`src/rtl/instr_register_pkg.sv`:
```
// Shared types for the instruction register and its load path.
//   opcode_t  : instruction opcode (ZERO is the idle/reset value)
//   operand_t : signed 32-bit operand
//   address_t : instruction register entry index (32 entries)
//   req_t     : one requester's opcode/operand bundle
//   is_zero_div() flags DIV/MOD with a zero divisor, which must never be loaded.
package instr_register_pkg;

    typedef enum logic [3:0] {
        ZERO  = 4'd0,
        PASSA = 4'd1,
        PASSB = 4'd2,
        ADD   = 4'd3,
        SUB   = 4'd4,
        MULT  = 4'd5,
        DIV   = 4'd6,
        MOD   = 4'd7
    } opcode_t;

    typedef logic signed [31:0] operand_t;
    typedef logic [4:0]         address_t;

    typedef struct packed {
        opcode_t  opc;
        operand_t op_a;
        operand_t op_b;
    } req_t;

    function automatic logic is_zero_div(input req_t r);
        return ((r.opc == DIV) || (r.opc == MOD)) && (r.op_b == '0);
    endfunction

endpackage

```
`src/rtl/rr_arbiter2.sv`:
```
// Two-input round-robin arbiter.
//   clk, reset : clock, asynchronous active-high reset
//   valid[1:0] : request lines
//   advance    : a transfer was accepted this cycle; remember the winner
//   grant[1:0] : one-hot selection (all zero when nobody requests)
// After reset last_grant is 1 so input 0 wins the first contention.
module rr_arbiter2 (
    input  logic       clk,
    input  logic       reset,
    input  logic [1:0] valid,
    input  logic       advance,
    output logic [1:0] grant
);

    logic last_grant_reg;

    always_comb begin
        grant = 2'b00;
        case (valid)
            2'b01:   grant = 2'b01;
            2'b10:   grant = 2'b10;
            // Contention: favour whoever did not win last time.
            2'b11:   grant = last_grant_reg ? 2'b01 : 2'b10;
            default: grant = 2'b00;
        endcase
    end

    always_ff @(posedge clk or posedge reset) begin
        if (reset) begin
            last_grant_reg <= 1'b1;
        end else if (advance) begin
            last_grant_reg <= grant[1];
        end
    end

endmodule

```
`src/rtl/instr_load_arbiter.sv`:
```
// Shares the instruction register's single write port between two requesters.
//   clk, reset, flush           : clock, async active-high reset, sync pointer/count clear
//   reqN_valid/ready            : valid/ready handshake per requester (N = 0, 1)
//   reqN_opcode/operand_a/b     : instruction offered by requester N
//   reqN_err                    : one-cycle pulse when requester N's DIV/MOD by zero is dropped
//   load_en, opcode, operand_a/b: registered write beat to the instruction register
//   write_pointer               : entry written by the current beat
//   wr_count, full              : entries loaded since reset/flush, and wr_count == DEPTH
//   grant_id                    : requester owning the current beat
module instr_load_arbiter
    import instr_register_pkg::*;
#(
    parameter int DEPTH  = 32,
    parameter int ADDR_W = 5
) (
    input  logic              clk,
    input  logic              reset,
    input  logic              flush,
    input  logic              req0_valid,
    output logic              req0_ready,
    input  opcode_t           req0_opcode,
    input  operand_t          req0_operand_a,
    input  operand_t          req0_operand_b,
    output logic              req0_err,
    input  logic              req1_valid,
    output logic              req1_ready,
    input  opcode_t           req1_opcode,
    input  operand_t          req1_operand_a,
    input  operand_t          req1_operand_b,
    output logic              req1_err,
    output logic              load_en,
    output opcode_t           opcode,
    output operand_t          operand_a,
    output operand_t          operand_b,
    output logic [ADDR_W-1:0] write_pointer,
    output logic [ADDR_W:0]   wr_count,
    output logic              full,
    output logic              grant_id
);

    localparam logic [ADDR_W:0] DEPTH_C = DEPTH[ADDR_W:0];

    req_t        req_arr [2];
    logic [1:0]  valid_vec;
    logic [1:0]  grant_vec;
    logic [1:0]  ready_vec;
    logic [1:0]  accept_vec;
    logic [1:0]  err_next;
    logic        can_accept;
    logic        accept_any;
    logic        load_next;
    req_t        sel_req;

    logic              load_en_reg;
    logic [1:0]        err_reg;
    opcode_t           opcode_reg;
    operand_t          operand_a_reg;
    operand_t          operand_b_reg;
    logic              grant_id_reg;
    logic [ADDR_W-1:0] wp_reg;
    logic [ADDR_W:0]   count_reg;
    logic [ADDR_W:0]   count_next;
    logic              full_reg;

    assign req_arr[0] = '{opc: req0_opcode, op_a: req0_operand_a, op_b: req0_operand_b};
    assign req_arr[1] = '{opc: req1_opcode, op_a: req1_operand_a, op_b: req1_operand_b};
    assign valid_vec  = {req1_valid, req0_valid};

    // Nothing is accepted while full or during a flush cycle; valids may stay high.
    assign can_accept = !full_reg && !flush;

    rr_arbiter2 u_arb (
        .clk     (clk),
        .reset   (reset),
        .valid   (valid_vec),
        .advance (accept_any),
        .grant   (grant_vec)
    );

    genvar gi;
    generate
        for (gi = 0; gi < 2; gi++) begin : g_req
            assign ready_vec[gi]  = can_accept && grant_vec[gi];
            assign accept_vec[gi] = ready_vec[gi] && valid_vec[gi];
            assign err_next[gi]   = accept_vec[gi] && is_zero_div(req_arr[gi]);
        end
    endgenerate

    assign accept_any = |accept_vec;
    assign sel_req    = accept_vec[1] ? req_arr[1] : req_arr[0];
    assign load_next  = accept_any && !is_zero_div(sel_req);

    // Count saturates at DEPTH; the wrap of the pointer is natural at 2**ADDR_W.
    assign count_next = (count_reg == DEPTH_C) ? count_reg : count_reg + 1'b1;

    always_ff @(posedge clk or posedge reset) begin
        if (reset) begin
            load_en_reg   <= 1'b0;
            err_reg       <= 2'b00;
            opcode_reg    <= ZERO;
            operand_a_reg <= '0;
            operand_b_reg <= '0;
            grant_id_reg  <= 1'b0;
        end else begin
            load_en_reg <= load_next;
            err_reg     <= err_next;
            if (load_next) begin
                opcode_reg    <= sel_req.opc;
                operand_a_reg <= sel_req.op_a;
                operand_b_reg <= sel_req.op_b;
                grant_id_reg  <= accept_vec[1];
            end
        end
    end

    // The pointer presented with a beat is the pre-increment value; it moves
    // at the end of that beat. A flush wins over the in-flight beat's increment.
    always_ff @(posedge clk or posedge reset) begin
        if (reset) begin
            wp_reg    <= '0;
            count_reg <= '0;
            full_reg  <= 1'b0;
        end else if (flush) begin
            wp_reg    <= '0;
            count_reg <= '0;
            full_reg  <= 1'b0;
        end else if (load_en_reg) begin
            wp_reg    <= wp_reg + 1'b1;
            count_reg <= count_next;
            full_reg  <= (count_next == DEPTH_C);
        end
    end

    assign req0_ready    = ready_vec[0];
    assign req1_ready    = ready_vec[1];
    assign req0_err      = err_reg[0];
    assign req1_err      = err_reg[1];
    assign load_en       = load_en_reg;
    assign opcode        = opcode_reg;
    assign operand_a     = operand_a_reg;
    assign operand_b     = operand_b_reg;
    assign grant_id      = grant_id_reg;
    assign write_pointer = wp_reg;
    assign wr_count      = count_reg;
    assign full          = full_reg;

endmodule

```
`config.mk`:
```
export PLATFORM = sky130hd
export DESIGN_NAME = instr_load_arbiter
export DESIGN_NICKNAME = d
export VERILOG_FILES = /design/src/rtl/instr_register_pkg.sv /design/src/rtl/rr_arbiter2.sv /design/src/rtl/instr_load_arbiter.sv
export SDC_FILE = /design/constraint.sdc
export NUM_CORES = 1
export LEC_CHECK = 0
export ABC_AREA = 1
export BUFFER_PORTS_ARGS = -buffer_cell sky130_fd_sc_hd__buf_2
export CAP_MARGIN = 15
export CORE_MARGIN = 1
export CORE_UTILIZATION = 35
export DETAILED_ROUTE_END_ITERATION = 6
export SYNTH_ARGS = -nofsm -noshare
export SYNTH_HDL_FRONTEND = slang
export SYNTH_SLANG_ARGS = --single-unit
```
`constraint.sdc`:
```
create_clock -name clk -period 6.64 [get_ports clk]
set_input_delay 1.328 -clock clk [delete_from_list [all_inputs] [get_ports clk]]
set_output_delay 1.328 -clock clk [all_outputs]
set_load 0.05 [all_outputs]
```
==> results.py <==
metrics = {
    "status": {
        "status": "complete, no violations",
    },
    "clock_tree": {
        "cts.sinks": 85,
        "cts_tree": "done",
        "post_cts_buffers": 0,
        "cts_buffers": 9,
        "clock-root-buffer": "clkbuf_16",
        "clk_latency_ns": 0.34,
        "htree_levels": 3,
        "clkTransAtPathRegs_ns": 0.06,
        "cts.repair.resized": 0,
        "cts_buffer_depth": 2,
        "cts_hold_buf": 0,
    },
    "routing": {
        "vias": 5205,
        "routed_wl_um": 15000,
        "drcViolationCount": 0,
        "wire_per_inst_um": 13.6,
        "antenna_left": 0,
        "drtIter0Drc": 221,
        "drt_first_pass_iters": 4,
        "via_per_inst": 4.73,
    },
    "global_route": {
        "grt_max_degree": 84,
        "grt_usage": 0.212,
        "antenna_found_initial": 1,
        "grt_overflow_total": 0,
        "grt_pass1_wl_um": 24200,
        "grt_pass1_vias": 4852,
    },
    "yosys": {
        "synth.avg_cell_area_um2": 6.82,
        "seq_area_frac_synth": 0.437,
        "synth-async-reset-ratio": 1.00,
        "ys_seq_elements": 85,
        "yosys_most_used_dff": "dfrtp_1",
        "synth_cells": 715,
        "synth.distinct_cells": 31,
        "synth_fp_nets": 859,
        "synth_edf_count": 0,
        "netlist_area_um2": 4870,
        "yosys_warnings": 0,
    },
    "floorplanning": {
        "row_count": 42,
        "core_area_um2": 13400,
        "die_x_um": 120,
        "die_h_um": 120,
        "start_util": 0.364,
        "io_pins": 227,
        "dieArea_um2": 14400,
    },
    "critical_path": {
        "cp_data_arrival_time_ns": 3.46,
        "critPathKind": "input port to output port",
        "rr_endpoint": "opcode[1]",
        "path_max_fanout": 44,
        "reg2regPathDepth": 14,
        "cp.required_ns": 5.31,
        "reg2reg_slack_ns": 3.03,
        "crit_path_start_kind": "input port",
        "reg2reg_from": "u_arb.last_grant_reg",
        "crit_start": "req0_valid",
        "endpoint_kind": "output port",
    },
    "sta": {
        "slew_viol_final": 0,
        "slew_headroom": 0.472,
        "tns_ns": 0,
        "rsz0062_at_grt": "false",
        "fmax_ghz": 0.209,
        "finalHoldViolations": 0,
        "skew_ns": 0.00628,
        "finalWorstSetupSlack_ns": 1.85,
        "period_needed_ns": 4.79,
        "tightest_slew_ns": 0.790,
        "min_period_over_period": 0.721,
        "setup_viol": 0,
    },
    "run": {
        "max_cap_viol_count": 0,
    },
    "finish": {
        "stdcell_count": 1101,
        "fillerInstances": 1439,
        "drive_above_1_share": 0.278,
        "layout_commonest_cell": "nand2_1",
        "most-common-layout-cells": "333 x nand2_1, 226 x buf_2, 84 x dfrtp_1",
        "nNetsFinal": 1063,
        "area_growth_pct": 31.1,
        "postLayoutCoreUtil": 0.477,
    },
    "power": {
        "pwr-share-clk": 0.247,
        "total_leakage_power_uw": 0.00387,
        "p_comb_frac": 0.400,
        "switchingPower_uw": 842,
        "power_density_nw_per_um2": 299,
        "switching_share": 0.441,
        "vdd_ir_drop_max_uv": 137,
        "intPower_uw": 1070,
        "p_seq_frac": 0.353,
    },
    "worst_hold_path": {
        "min-delay-start": "operand_a[27]",
        "hp-class": "flop to flop",
        "min_to": "operand_a[27]",
        "holdPathStages": 2,
    },
    "placed_design": {
        "dp_cells": 1083,
        "io_buffers": 226,
        "pre_cts_slack_ns": 1.85,
        "place.gp.congestion": 0.857,
        "hpwl_um": 10900,
    },
}
-- cell families after synthesis --
kind of cell	share of synthesized area
and+or+nand+nor	0.424
adders and majority gates	0.00770
buffers and inverters	0.0986
xor gates and xnor gates	0.00539
DFF	0.437
AOI/OAI and AO/OA	0.0277
-- power by group through the flow --
stage          sequential [µW]  combinational, µW  clock, µW
5_1_grt                    686                822        509
3_3_place_gp               682                764          0
3_5_place_dp               682                768          0
6_report                   674                764        472
2_1_floorplan             1030                210          0
4_1_cts                    674                769        488
-- worst max path at each step --
stage,to,slack (ns),cells after the start
finish,req1_ready,1.85,6
global route,req1_ready,1.68,6
CTS,req1_ready,1.85,6
detailed placement,req1_ready,1.85,6
global placement,req1_ready,1.89,6
floorplan,req0_ready,2.73,4
-- critical path: stages --
cell	delay (ns)
buf_2	0.11
nand2_1	0.58
nand3_2	0.14
buf_4	0.29
inv_2	0.58
buf_2	0.39
-- Yosys cell counts (all sizes together), types with 3 or more instances --
master,number,share of area
dfrtp,84,0.43
xor2,3,0.0054
a21oi,4,0.0041
ha,3,0.0077
nand3,78,0.082
inv,73,0.056
o21ai,15,0.016
nand4,30,0.039
nand2,334,0.26
nor2,23,0.019
nor3,7,0.0072
nor4,10,0.013
buf,24,0.029
clkbuf,16,0.012
-- per-layer routing --
layer,wire (µm),global-route usage,vias to the layer above
met4,311,0.0867,0
met3,671,0.0276,20
met2,7050,0.337,161
li1,-,-,2668
met5,0,0,-
met1,6930,0.290,2356
-- cell type report --
class	instances	area, µm²	area share
Clock buffer	12	256	0.0401
Tap cell	176	220	0.0345
Multi-Input combinational cell	516	2260	0.354
Antenna cell	1	2.50	0.000392
Clock inverter	4	22.5	0.00352
Sequential cell	85	2130	0.333
Timing Repair Buffer	233	1220	0.190
Inverter	74	279	0.0437
-- stage by stage --
step                      power (µW)  cell area [µm²]  hold WS (ns)
after global placement          1450             6080         0.449
after CTS                       1930             6360         0.468
final                           1910             6390         0.463
after floorplan                 1240             4870         0.483
after global routing            2020             6390         0.481
after detailed placement        1450             6080         0.453
Power figures use the tool's default switching activity.
